**config.mk**
```make
export PLATFORM = sky130hd
export DESIGN_NAME = command_receiver_flat
export DESIGN_NICKNAME = d
export VERILOG_FILES = /design/src/rtl/cmd_pkg.sv /design/src/rtl/command_receiver_if.sv /design/src/rtl/command_receiver_timeout_counter.sv /design/src/rtl/command_receiver.sv /design/src/flat_wrapper.sv
export SDC_FILE = /design/constraint.sdc
export NUM_CORES = 1
export LEC_CHECK = 0
export CAP_MARGIN = 20
export CORE_AREA = 4 4 108 110
export DETAILED_ROUTE_END_ITERATION = 16
export DIE_AREA = 0 0 112 114
export SLEW_MARGIN = 20
export SYNTH_ARGS = -nofsm -noshare
export SYNTH_HDL_FRONTEND = slang
export SYNTH_SLANG_ARGS = --single-unit
```
**constraint.sdc**
```tcl
create_clock -name clk -period 3.7 [get_ports clk]
set_input_delay 1.11 -clock clk [delete_from_list [all_inputs] [get_ports clk]]
set_output_delay 1.11 -clock clk [all_outputs]
set_load 0.02 [all_outputs]
```
**src/rtl/cmd_pkg.sv**
```systemverilog
// Host link command definitions shared by the command receiver and
// the response transmitter.
package cmd_pkg;

    typedef enum logic [1:0] {
        ST_IDLE  = 2'd0,
        ST_WAIT  = 2'd1,
        ST_CHECK = 2'd2,
        ST_HOLD  = 2'd3
    } state_e;

    typedef logic [1:0] err_t;

    localparam err_t ERR_NONE     = 2'b00;
    localparam err_t ERR_BAD_CMD  = 2'b01;
    localparam err_t ERR_BAD_ADDR = 2'b10;
    localparam err_t ERR_TIMEOUT  = 2'b11;

    localparam logic [7:0] CMD_NOP       = 8'h00;
    localparam logic [7:0] CMD_READ      = 8'h01;
    localparam logic [7:0] CMD_WRITE     = 8'h02;
    localparam logic [7:0] CMD_STATUS    = 8'h03;
    localparam logic [7:0] CMD_START     = 8'h04;
    localparam logic [7:0] CMD_STOP      = 8'h05;
    localparam logic [7:0] CMD_CAL       = 8'h06;
    localparam logic [7:0] CMD_RESET     = 8'h07;
    localparam logic [7:0] CMD_MAX_DEF   = CMD_RESET;

    function automatic logic addr_in_range(
        input logic [7:0] addr,
        input int unsigned num_addr
    );
        logic [8:0] lim;
        lim = 9'(num_addr);
        return {1'b0, addr} < lim;
    endfunction

endpackage

```
**src/rtl/command_receiver_if.sv**
```systemverilog
// Byte stream in, validated command/address out, plus error reporting.
interface command_receiver_if;
    import cmd_pkg::*;

    logic       rx_valid;
    logic [7:0] rx_data;
    logic       rx_err;
    logic       cmd_ready;
    logic       cmd_valid;
    logic [7:0] cmd_out;
    logic [7:0] addr_out;
    logic       err_valid;
    err_t       err_code;
    logic       overrun;

    modport master (
        output rx_valid, rx_data, rx_err, cmd_ready,
        input  cmd_valid, cmd_out, addr_out,
        input  err_valid, err_code, overrun
    );

    modport slave (
        input  rx_valid, rx_data, rx_err, cmd_ready,
        output cmd_valid, cmd_out, addr_out,
        output err_valid, err_code, overrun
    );

endinterface

```
**src/rtl/command_receiver_timeout_counter.sv**
```systemverilog
// Inter-byte watchdog: counts enabled cycles from a clear, saturating
// at the terminal value.
module timeout_counter #(
    parameter int unsigned TIMEOUT_CYC = 500000
) (
    input  logic clk,
    input  logic rst,
    input  logic clr_i,
    input  logic en_i,
    output logic tc_o
);

    localparam int unsigned W =
        (TIMEOUT_CYC > 1) ? $clog2(TIMEOUT_CYC) : 1;
    localparam logic [W-1:0] TC_VAL = W'(TIMEOUT_CYC - 1);

    logic [W-1:0] cnt_q, cnt_d;

    always_comb begin
        cnt_d = cnt_q;
        if (clr_i) begin
            cnt_d = '0;
        end else if (en_i && (cnt_q != TC_VAL)) begin
            cnt_d = cnt_q + W'(1);
        end
    end

    always_ff @(posedge clk or negedge rst) begin
        if (!rst) begin
            cnt_q <= '0;
        end else begin
            cnt_q <= cnt_d;
        end
    end

    assign tc_o = (cnt_q == TC_VAL);

endmodule

```
**src/rtl/command_receiver.sv**
```systemverilog
// Assembles the two-byte host request (cmd, addr), validates it and
// hands it to the controller over a valid/ready handshake.
module command_receiver
    import cmd_pkg::*;
#(
    parameter int unsigned TIMEOUT_CYC = 500000,
    parameter int unsigned NUM_ADDR    = 32,
    parameter logic [7:0]  CMD_MAX     = 8'h07
) (
    input logic               clk,
    input logic               rst,
    command_receiver_if.slave host_io
);

    state_e     state_q, state_d;
    logic [7:0] cmd_q, cmd_d;
    logic [7:0] addr_q, addr_d;
    logic [7:0] cmd_out_q, cmd_out_d;
    logic [7:0] addr_out_q, addr_out_d;
    logic       err_valid_q, err_valid_d;
    err_t       err_code_q, err_code_d;
    logic       overrun_q, overrun_d;
    logic       tc;
    logic       byte_ok;

    timeout_counter #(
        .TIMEOUT_CYC(TIMEOUT_CYC)
    ) u_tmo (
        .clk  (clk),
        .rst  (rst),
        .clr_i(state_q == ST_IDLE),
        .en_i (state_q == ST_WAIT),
        .tc_o (tc)
    );

    // A framing error invalidates whatever byte came with it.
    assign byte_ok = host_io.rx_valid && !host_io.rx_err;

    always_comb begin
        state_d     = state_q;
        cmd_d       = cmd_q;
        addr_d      = addr_q;
        cmd_out_d   = cmd_out_q;
        addr_out_d  = addr_out_q;
        err_valid_d = 1'b0;
        err_code_d  = err_code_q;
        overrun_d   = overrun_q;
        unique case (state_q)
            ST_IDLE: begin
                if (byte_ok) begin
                    cmd_d   = host_io.rx_data;
                    state_d = ST_WAIT;
                end
            end
            ST_WAIT: begin
                if (host_io.rx_err) begin
                    err_valid_d = 1'b1;
                    err_code_d  = ERR_TIMEOUT;
                    state_d     = ST_IDLE;
                end else if (host_io.rx_valid) begin
                    addr_d  = host_io.rx_data;
                    state_d = ST_CHECK;
                end else if (tc) begin
                    err_valid_d = 1'b1;
                    err_code_d  = ERR_TIMEOUT;
                    state_d     = ST_IDLE;
                end
            end
            ST_CHECK: begin
                if (cmd_q > CMD_MAX) begin
                    err_valid_d = 1'b1;
                    err_code_d  = ERR_BAD_CMD;
                    state_d     = ST_IDLE;
                end else if (!addr_in_range(addr_q, NUM_ADDR)) begin
                    err_valid_d = 1'b1;
                    err_code_d  = ERR_BAD_ADDR;
                    state_d     = ST_IDLE;
                end else begin
                    cmd_out_d  = cmd_q;
                    addr_out_d = addr_q;
                    state_d    = ST_HOLD;
                end
            end
            ST_HOLD: begin
                if (byte_ok) begin
                    overrun_d = 1'b1;
                end
                if (host_io.cmd_ready) begin
                    state_d = ST_IDLE;
                end
            end
            default: state_d = ST_IDLE;
        endcase
    end

    always_ff @(posedge clk or negedge rst) begin
        if (!rst) begin
            state_q     <= ST_IDLE;
            cmd_q       <= 8'h00;
            addr_q      <= 8'h00;
            cmd_out_q   <= 8'h00;
            addr_out_q  <= 8'h00;
            err_valid_q <= 1'b0;
            err_code_q  <= ERR_NONE;
            overrun_q   <= 1'b0;
        end else begin
            state_q     <= state_d;
            cmd_q       <= cmd_d;
            addr_q      <= addr_d;
            cmd_out_q   <= cmd_out_d;
            addr_out_q  <= addr_out_d;
            err_valid_q <= err_valid_d;
            err_code_q  <= err_code_d;
            overrun_q   <= overrun_d;
        end
    end

    assign host_io.cmd_valid = (state_q == ST_HOLD);
    assign host_io.cmd_out   = cmd_out_q;
    assign host_io.addr_out  = addr_out_q;
    assign host_io.err_valid = err_valid_q;
    assign host_io.err_code  = err_code_q;
    assign host_io.overrun   = overrun_q;

endmodule

```
**src/flat_wrapper.sv**
```systemverilog
// flat-port wrapper written by rule: the top's interface ports become plain ports
module command_receiver_flat import cmd_pkg::*;
#(
    parameter int unsigned TIMEOUT_CYC = 500000,
    parameter int unsigned NUM_ADDR    = 32,
    parameter logic [7:0]  CMD_MAX     = 8'h07
)
  (clk, rst, host_io_rx_valid, host_io_rx_data, host_io_rx_err, host_io_cmd_ready, host_io_cmd_valid, host_io_cmd_out, host_io_addr_out, host_io_err_valid, host_io_err_code, host_io_overrun);
  command_receiver_if host_io_i ();
  input logic clk;
  input logic rst;
  input wire logic [$bits(host_io_i.rx_valid)-1:0] host_io_rx_valid;
  input wire logic [$bits(host_io_i.rx_data)-1:0] host_io_rx_data;
  input wire logic [$bits(host_io_i.rx_err)-1:0] host_io_rx_err;
  input wire logic [$bits(host_io_i.cmd_ready)-1:0] host_io_cmd_ready;
  output wire logic [$bits(host_io_i.cmd_valid)-1:0] host_io_cmd_valid;
  output wire logic [$bits(host_io_i.cmd_out)-1:0] host_io_cmd_out;
  output wire logic [$bits(host_io_i.addr_out)-1:0] host_io_addr_out;
  output wire logic [$bits(host_io_i.err_valid)-1:0] host_io_err_valid;
  output wire logic [$bits(host_io_i.err_code)-1:0] host_io_err_code;
  output wire logic [$bits(host_io_i.overrun)-1:0] host_io_overrun;
  assign host_io_i.rx_valid = host_io_rx_valid;
  assign host_io_i.rx_data = host_io_rx_data;
  assign host_io_i.rx_err = host_io_rx_err;
  assign host_io_i.cmd_ready = host_io_cmd_ready;
  assign host_io_cmd_valid = host_io_i.cmd_valid;
  assign host_io_cmd_out = host_io_i.cmd_out;
  assign host_io_addr_out = host_io_i.addr_out;
  assign host_io_err_valid = host_io_i.err_valid;
  assign host_io_err_code = host_io_i.err_code;
  assign host_io_overrun = host_io_i.overrun;
  command_receiver #(.TIMEOUT_CYC(TIMEOUT_CYC), .NUM_ADDR(NUM_ADDR), .CMD_MAX(CMD_MAX)) u_core (.clk(clk), .rst(rst), .host_io(host_io_i));
endmodule
```
==> impl_metrics.ini, run 1 <==
[run_status]
status = complete, no violations

[synthesis]
synth_simple_gate_area_frac = 0.186
synth_cells = 209
ys_seq_area_frac = 0.547
syn_area_sq_um = 2610
synth_top_area_frac = 0.547
synth_seq_cells = 57
syn-num-nets = 227
synthTopCellsByCount = dfrtp_1, mux2_2, nor2_1
synthFlopType = dfrtp_1
synth_compound_area_frac = 0.0561
yosys-top-cells-area = dfrtp_1, mux2_2, xor2_1
synth_top_family_by_area = simple AND/OR/NAND/NOR gates
synth.most_common_cell = dfrtp_1
synthMuxAreaShare = 0.116
synth_fa_ha_area_frac = 0.0240
synth_edf_count = 0
synth.avg_cell_area_sq_um = 12.5
yosysTopAreaCell = dfrtp_1
yosysWarnings = 0
ys_types = 45
async_flop_share = 1.00
synth-xor-area-share = 0.0470

[clock_tree]
cts_resized = 0
insertion_delay_ns = 0.33
cts_root_buf = clkbuf_8
cts-hold-fix-buffers = 0
cts_setup_buffers = 0
cts_inserted_buffers = 9
cts_buffer_depth = 2
cts_htree_levels = 3
cts_tree = done
clock-sinks = 57
path_clk_slew_ns = 0.08

[worst_setup_path]
crit_family = buffers and inverters
cp-start-kind = flop
r2r_cells = 6
cp.depth = 2
path_cells = ha_1 > clkdlybuf4s50_1
crit_type = flop to output port
cpPeakStageDelay_ns = 0.64
cp.required_ns = 2.59
endpoint_kind = output port
cp_max_fo = 4
r2r_start = u_core.cmd_q[7]$_DFFE_PN0P_
critPathBufInv = 1
r2r_end = u_core.host_io.err_code[0]$_DFFE_PN0P_
crit_start = u_core.state_q[0]$_DFFE_PN0P_
worst-r2r-setup-slack_ns = 1.35
critPathCapture = host_io_cmd_valid
slowest_stage = clkdlybuf4s50_1
critical_path_arrival_ns = 1.63

[drt]
drtIter0Drc = 101
viasPerCell = 4.36
firstDrtPassIters = 4
drt-wirelength-per-cell_um = 13.6
ant_nets = 0
drc = 0
via_count = 1725
drt-total-wl_um = 5370

[floorplanning]
die_y_um = 114
core_area_sq_um = 10700
initial_core_util = 0.244
die_w_um = 112
dieArea_sq_um = 12800
num_rows = 38
io_pins = 34

[grt]
grt_max_degree = 36
track_usage = 0.0901
grt_overflow_total = 0
antenna_found_initial = 0
grt_pass1_wl_um = 9120
grt_pass1_vias = 1826

[power_and_ir_drop]
netSwitchingPower_mw = 0.598
ir_drop_uv = 169
switching_share = 0.315
power.density_nw_per_um2 = 576
internal_power_mw = 1.30
finalPower_mw = 1.90
total_leakage_power_nw = 1.39
pwr-share-clk = 0.315
seq_power_share = 0.442
share_comb_of_total_power = 0.243

[sta]
finalCriticalPeriod_ns = 2.74
timing.hold.ws_ns = 0.503
worst_slack_ns = 0.956
setup-tns-final_ns = 0
finalCritPeriodShare = 0.742
hold_viol_final = 0
worst_pin_slew_ns = 0.783
rsz0062_at_grt = no
fin_worst_skew_ns = 0.0120
drv_slew = 0
relSlewSlack = 0.478
setup_viol = 0
fmax_mhz = 364

[hold_path]
min_from = u_core.host_io.err_code[1]$_DFFE_PN0P_
hp-class = flop to flop

[placement]
dpl-instance-area_sq_um = 3090
dp.cells = 380
dp_slack_ns = 0.981
portBuffers = 33
hpwlAfterDp_um = 3720
place_congestion = 0.707

[finish]
syn_to_final_growth_pct = 26.2
nFillCells = 1076
fin_nets = 269
diodes = 0
drive_gt1_frac = 0.219
finalNonFillerCells = 396
fin_area_sq_um = 3290
utilization = 0.308

[flow_run]
cap_violations = 0
[sequential cells by signal, summed over array words and instances, names as in the netlist]
register and count:
u_core.state_q 2, u_core.addr_q 8, u_core.host_io.addr_out 8, u_core.host_io.err_code 2
u_core.cmd_q 8, u_core.host_io.err_valid 1, u_core.host_io.overrun 1, u_core.host_io.cmd_out 8
u_core.u_tmo.cnt_q 19
[layout by cell type (no fill, tap or decap), drive strengths merged, types with 2 or more instances in the layout]
cell and count:
nor3 6, nand3 5, a21oi 5, and3 4, nand2 9, nand2b 2
or3 4, and4 3, xor2 9, xnor2 5, dfrtp 57, inv 4
clkbuf 9, nor2 17, o21ai 8, nor2b 10, clkinv 4, buf 5
nand4 6, clkdlybuf4s50 32, mux2 26, a21o 2, nor4b 3, ha 5
[final cells by class]
type	instances	area [sq um]	area share
Clock buffer	9	124	0.0376
Clock inverter	7	80.1	0.0243
Inverter	3	11.3	0.00342
Multi-Input combinational cell	143	1120	0.340
Sequential cell	57	1430	0.433
Tap cell	140	175	0.0532
Timing Repair Buffer	37	355	0.108
[how the worst min path moves through the flow]
stage                                        endpoint  slack [ns]  depth (start not counted)
2_1_floorplan  u_core.host_io.addr_out[0]$_DFFE_PN0P_        0.47                          1
3_3_place_gp   u_core.host_io.err_code[1]$_DFFE_PN0P_        0.48                          1
3_5_place_dp   u_core.host_io.err_code[1]$_DFFE_PN0P_        0.49                          1
4_1_cts                  u_core.addr_q[4]$_DFFE_PN0P_        0.51                          1
5_1_grt        u_core.host_io.addr_out[7]$_DFFE_PN0P_        0.53                          1
6_report       u_core.host_io.err_code[1]$_DFFE_PN0P_        0.50                          1
[kinds of logic (layout without fill, tap and decap cells)]
kind of cell / after synthesis / after routing
flip-flops: 57 / 57
AND/OR/NAND/NOR: 75 / 75
buffers and inverters: 9 / 56
AO/OA/AOI/OAI: 22 / 22
XOR/XNOR: 14 / 14
adder cells (fa/ha/maj): 5 / 5
multiplexers: 27 / 27
[layer usage]
layer  share of wire  GRT usage  up-vias
met2            0.47      0.136       29
met5               0          0        -
li1                -          -      832
met1            0.47      0.119      852
met3           0.035     0.0223       12
met4           0.025     0.0481        0
[power groups by stage]
stage	registers [mW]	clock network [mW]	logic, mW
final	0.839	0.598	0.461
after global routing	0.857	0.646	0.516
after CTS	0.838	0.624	0.470
after detailed placement	0.850	0	0.469
after global placement	0.846	0	0.458
after floorplan	0.850	0	0.315
Note: power is estimated with default switching activity, not from simulation.
==> run 2, diff against run 1 <==
Clock period 3.7 ns to 2.26 ns, I/O delays scaled along.
==> run 2 against run 1 <==
Non-clock buffer count rose by 3. Critical path type unchanged. Clock power increased by 84%. Critical endpoint unchanged. Clock skew is 0.0040 ns lower.
==> impl_metrics.ini, run 2 (synthesis results as in run 1) <==
[clock_tree]
cts_inserted_buffers = 9
cts_buffer_depth = 2
cts-hold-fix-buffers = 0
cts_tree = done
path_clk_slew_ns = 0.07
cts_htree_levels = 3
insertion_delay_ns = 0.34
clock-sinks = 57
cts_root_buf = clkbuf_8

[grt]
antenna_found_initial = 0
use_met1 = 0.117
grt_overflow_total = 0
grt_pass1_wl_um = 9290
grt-busiest-layer = met2
grt_pass1_vias = 1818
met2_usage = 0.141
track_usage = 0.0942
grt_max_degree = 40
grtUsageMet3 = 0.0377

[floorplanning]
die_y_um = 114
core_area_sq_um = 10700
initial_core_util = 0.244
dieArea_sq_um = 12800
io_pins = 34
num_rows = 38
die_w_um = 112

[sta]
rsz0062_at_grt = no
setup-tns-final_ns = 0
finalCriticalPeriod_ns = 2.06
hold_viol_final = 0
worst_pin_slew_ns = 0.466
setup_viol = 0
relSlewSlack = 0.686
drv_slew = 0
fin_worst_skew_ns = 0.00797
fmax_mhz = 484
finalCritPeriodShare = 0.914

[drt]
ant_nets = 0
drc = 0
drt-wirelength-per-cell_um = 13.2
drt-total-wl_um = 5260
drtIter0Drc = 71
via_count = 1717
firstDrtPassIters = 4
viasPerCell = 4.30

[placement]
portBuffers = 33
dp.cells = 383
hpwlAfterDp_um = 3720
place_congestion = 0.759

[finish]
largest_reg_flops = 19
seqCellArea_sq_um = 1430
mostFrequentLayoutCells = dfrtp_1, clkdlybuf4s50_1, mux2_2
syn_to_final_growth_pct = 29.5
final_common_cell = dfrtp_1
finalNonFillerCells = 399
drive_gt1_frac = 0.228
nFillCells = 1089
multiInputGateArea_sq_um = 1120
diodes = 0
regMostFlops = u_core.u_tmo.cnt_q
fin_nets = 272

[worst_setup_path]
cp-start-kind = flop
cp_max_fo = 4
endpoint_kind = output port
critical_path_arrival_ns = 1.39
cp.required_ns = 1.58
crit_type = flop to output port

[power_and_ir_drop]
total_leakage_power_nw = 1.44
power.density_nw_per_um2 = 970
ir_drop_uv = 360

[hold_path]
hp-class = primary input to async pin

[run_status]
status = complete, no violations

[flow_run]
cap_violations = 0
[run 2: cell types whose count changed in the layout (fill, tap and decap cells not counted)]
| cell | change |
|---|---|
| bufinv_16 | +1 |
| clkinvlp_4 | -1 |
| buf_12 | +3 |
| dlygate4sd2_1 | +1 |
| clkbuf_8 | +1 |
| inv_8 | -1 |
| clkdlybuf4s50_1 | -1 |
[run 2: final cells by class]
cell class                 count  share of cell area
clock buffer                  10              0.0408
clock inverter                 6              0.0271
sequential                    57               0.423
multi-input combinational    143               0.332
timing repair buffer          40               0.123
tap                          140              0.0519
inverter                       3             0.00334
[run 2: routing by layer]
layer  share of wire  up-vias
met1            0.47      851
met2            0.46       24
li1                -      830
met3           0.043       12
met5               0        -
met4           0.024        0
[run 2: final timing paths]
kind	startpoint	endpoint	slack (ns)	cells past startpoint
worst max-delay path	u_core.state_q[0]$_DFFE_PN0P_	host_io_cmd_valid	0.20	2
worst min-delay path	rst	u_core.u_tmo.cnt_q[2]$_DFFE_PN0P_	0.28	1
worst max register to register	u_core.cmd_q[7]$_DFFE_PN0P_	u_core.host_io.addr_out[1]$_DFFE_PN0P_	0.35	4
worst min register to register	u_core.host_io.cmd_out[3]$_DFFE_PN0P_	u_core.host_io.cmd_out[3]$_DFFE_PN0P_	0.50	1
max in group asynchronous	rst	u_core.addr_q[2]$_DFFE_PN0P_	1.41	2
min in group clk	u_core.host_io.cmd_out[3]$_DFFE_PN0P_	u_core.host_io.cmd_out[3]$_DFFE_PN0P_	0.50	1
[run 2: per-stage QoR]
stage	cell area [sq um]	utilization	hold WS, ns	power (mW)	worst slack (ns)
2_1_floorplan	2610	-	0.382	1.91	0.556
3_3_place_gp	3150	0.294	0.481	2.19	0.110
3_5_place_dp	3150	0.294	0.488	2.22	0.0993
4_1_cts	3380	0.316	0.274	3.34	0.163
5_1_grt	3380	0.316	0.293	3.50	0.126
6_report	3380	0.316	0.277	3.28	0.195
[run 2: what timing repair did]
item | 4_1_cts | 5_1_grt
resized for setup | 1 | 0
endpoints found under the hold margin | 0 | 0
endpoints found under the setup margin | 1 | 0
buffers inserted | 0 | 0
[run 2: worst max-delay path: stages (launching register included)]
cell and delay, ns:
dfrtp_1 0.42, ha_1 0.28, dlygate4sd2_1 0.34
[run 2: power breakdown]
| group | switching [mW] | leakage (nW) | internal, mW |
|---|---|---|---|
| sequential | 0.129 | 0.745 | 1.23 |
| combinational | 0.391 | 0.580 | 0.423 |
| clock | 0.445 | 0.116 | 0.654 |
==> run 3, diff against run 2 <==
Settings changed: CTS_BUF_LIST set to sky130_fd_sc_hd__clkbuf_4 sky130_fd_sc_hd__clkbuf_8, GPL_TIMING_DRIVEN set to 0.
==> run 3 against run 2 <==
Routed wire length shrank 0.99%. Combinational power shrank 3.4%. Worst hold slack lost 0.12 ns. Via count grew 0.29%. Worst setup slack gained 0.014 ns. Critical path type unchanged. Critical endpoint unchanged. Largest power group unchanged.
==> impl_metrics.ini, run 3 (synthesis results as in run 1) <==
[grt]
grt_max_degree = 50
grt_pass1_vias = 1784
grt_pass1_wl_um = 9010
track_usage = 0.0924
grt_overflow_total = 0
antenna_found_initial = 0

[drt]
via_count = 1722
drtIter0Drc = 72
drt-total-wl_um = 5210
drt-wirelength-per-cell_um = 13.1
firstDrtPassIters = 4
ant_nets = 0
drc = 0
viasPerCell = 4.32

[sta]
finalCriticalPeriod_ns = 2.05
relSlewSlack = 0.658
worst_pin_slew_ns = 0.513
rsz0062_at_grt = no
fmax_mhz = 488
hold_viol_final = 0
fin_worst_skew_ns = 0.0131
worst_slack_ns = 0.209
setup-tns-final_ns = 0
setup_viol = 0
drv_slew = 0
timing.hold.ws_ns = 0.160
finalCritPeriodShare = 0.907

[placement]
hpwlAfterDp_um = 3680
dp.cells = 383
place_congestion = 0.715
dp_slack_ns = -0.130
portBuffers = 33

[worst_setup_path]
cp-start-kind = flop
crit_start = u_core.state_q[0]$_DFFE_PN0P_
critPathCapture = host_io_cmd_valid
worst-r2r-setup-slack_ns = 0.30
cp.required_ns = 1.58
crit_type = flop to output port
r2r_end = u_core.u_tmo.cnt_q[18]$_DFFE_PN0P_
endpoint_kind = output port
critical_path_arrival_ns = 1.37
r2r_cells = 8
r2r_start = u_core.state_q[1]$_DFFE_PN0P_
cp_max_fo = 4

[power_and_ir_drop]
finalPower_mw = 3.28
total_leakage_power_nw = 1.43
power.density_nw_per_um2 = 972
ir_drop_uv = 429

[clock_tree]
cts_root_buf = clkbuf_8
cts_inserted_buffers = 9
path_clk_slew_ns = 0.08
cts_htree_levels = 3
cts_buffer_depth = 2
cts-hold-fix-buffers = 0
insertion_delay_ns = 0.35
clock-sinks = 57
cts_tree = done

[floorplanning]
initial_core_util = 0.244
num_rows = 38
core_area_sq_um = 10700
die_y_um = 114
dieArea_sq_um = 12800
die_w_um = 112
io_pins = 34

[finish]
finalNonFillerCells = 399
fin_nets = 272
mostFrequentLayoutCells = dfrtp_1, clkdlybuf4s50_1, mux2_2
drive_gt1_frac = 0.216
final_common_cell = dfrtp_1
regMostFlops = u_core.u_tmo.cnt_q
syn_to_final_growth_pct = 29.5
diodes = 0
largest_reg_flops = 19

[run_status]
status = complete, no violations

[flow_run]
cap_violations = 0

[hold_path]
hp-class = primary input to async pin
[run 3: what timing repair did]
action	4_1_cts	5_1_grt
gates resized for setup	1	0
buffers inserted	0	0
endpoints found under the setup margin	1	0
[run 3: area by class of cell]
class	instances	area (sq um)
sequential	57	1430
clock buffer	12	165
inverter	3	11.3
timing repair buffer	34	354
tap	140	175
multi-input combinational	143	1120
clock inverter	4	73.8
buffer	6	50.0
fill	1088	7320
[run 3: critical path, cell delays in order (launching register included)]
cell and delay [ns]:
dfrtp_1 0.43, ha_1 0.25, dlygate4sd2_1 0.34
[run 3: worst min-delay path by stage]
stage,slack (ns),to,depth (start not counted),start
2_1_floorplan,0.38,u_core.addr_q[0]$_DFFE_PN0P_,0,rst
3_3_place_gp,0.47,u_core.host_io.overrun$_DFFE_PN0P_,1,u_core.host_io.overrun$_DFFE_PN0P_
3_5_place_dp,0.47,u_core.host_io.overrun$_DFFE_PN0P_,1,u_core.host_io.overrun$_DFFE_PN0P_
4_1_cts,0.15,u_core.addr_q[3]$_DFFE_PN0P_,1,rst
5_1_grt,0.15,u_core.host_io.err_code[0]$_DFFE_PN0P_,1,rst
6_report,0.16,u_core.host_io.err_valid$_DFF_PN0_,1,rst
[run 3: routing by layer]
layer | up-vias | GRT usage | part of all wire
li1 | 836 | - | -
met1 | 848 | 0.113 | 0.48
met2 | 29 | 0.136 | 0.45
met3 | 9 | 0.0414 | 0.045
met4 | 0 | 0.0505 | 0.021
met5 | - | 0 | 0
[run 3: stage by stage]
step	util	cell area, sq um
floorplan	-	2610
global placement	0.291	3110
detailed placement	0.293	3140
CTS	0.316	3380
global route	0.316	3380
finish	0.316	3380
[run 3: report_power, final]
| part | internal (mW) | switching, mW | leakage [nW] |
|---|---|---|---|
| Clock | 0.711 | 0.419 | 0.123 |
| Combinational | 0.392 | 0.394 | 0.567 |
| Sequential | 1.24 | 0.130 | 0.745 |
| Total | 2.34 | 0.943 | 1.43 |
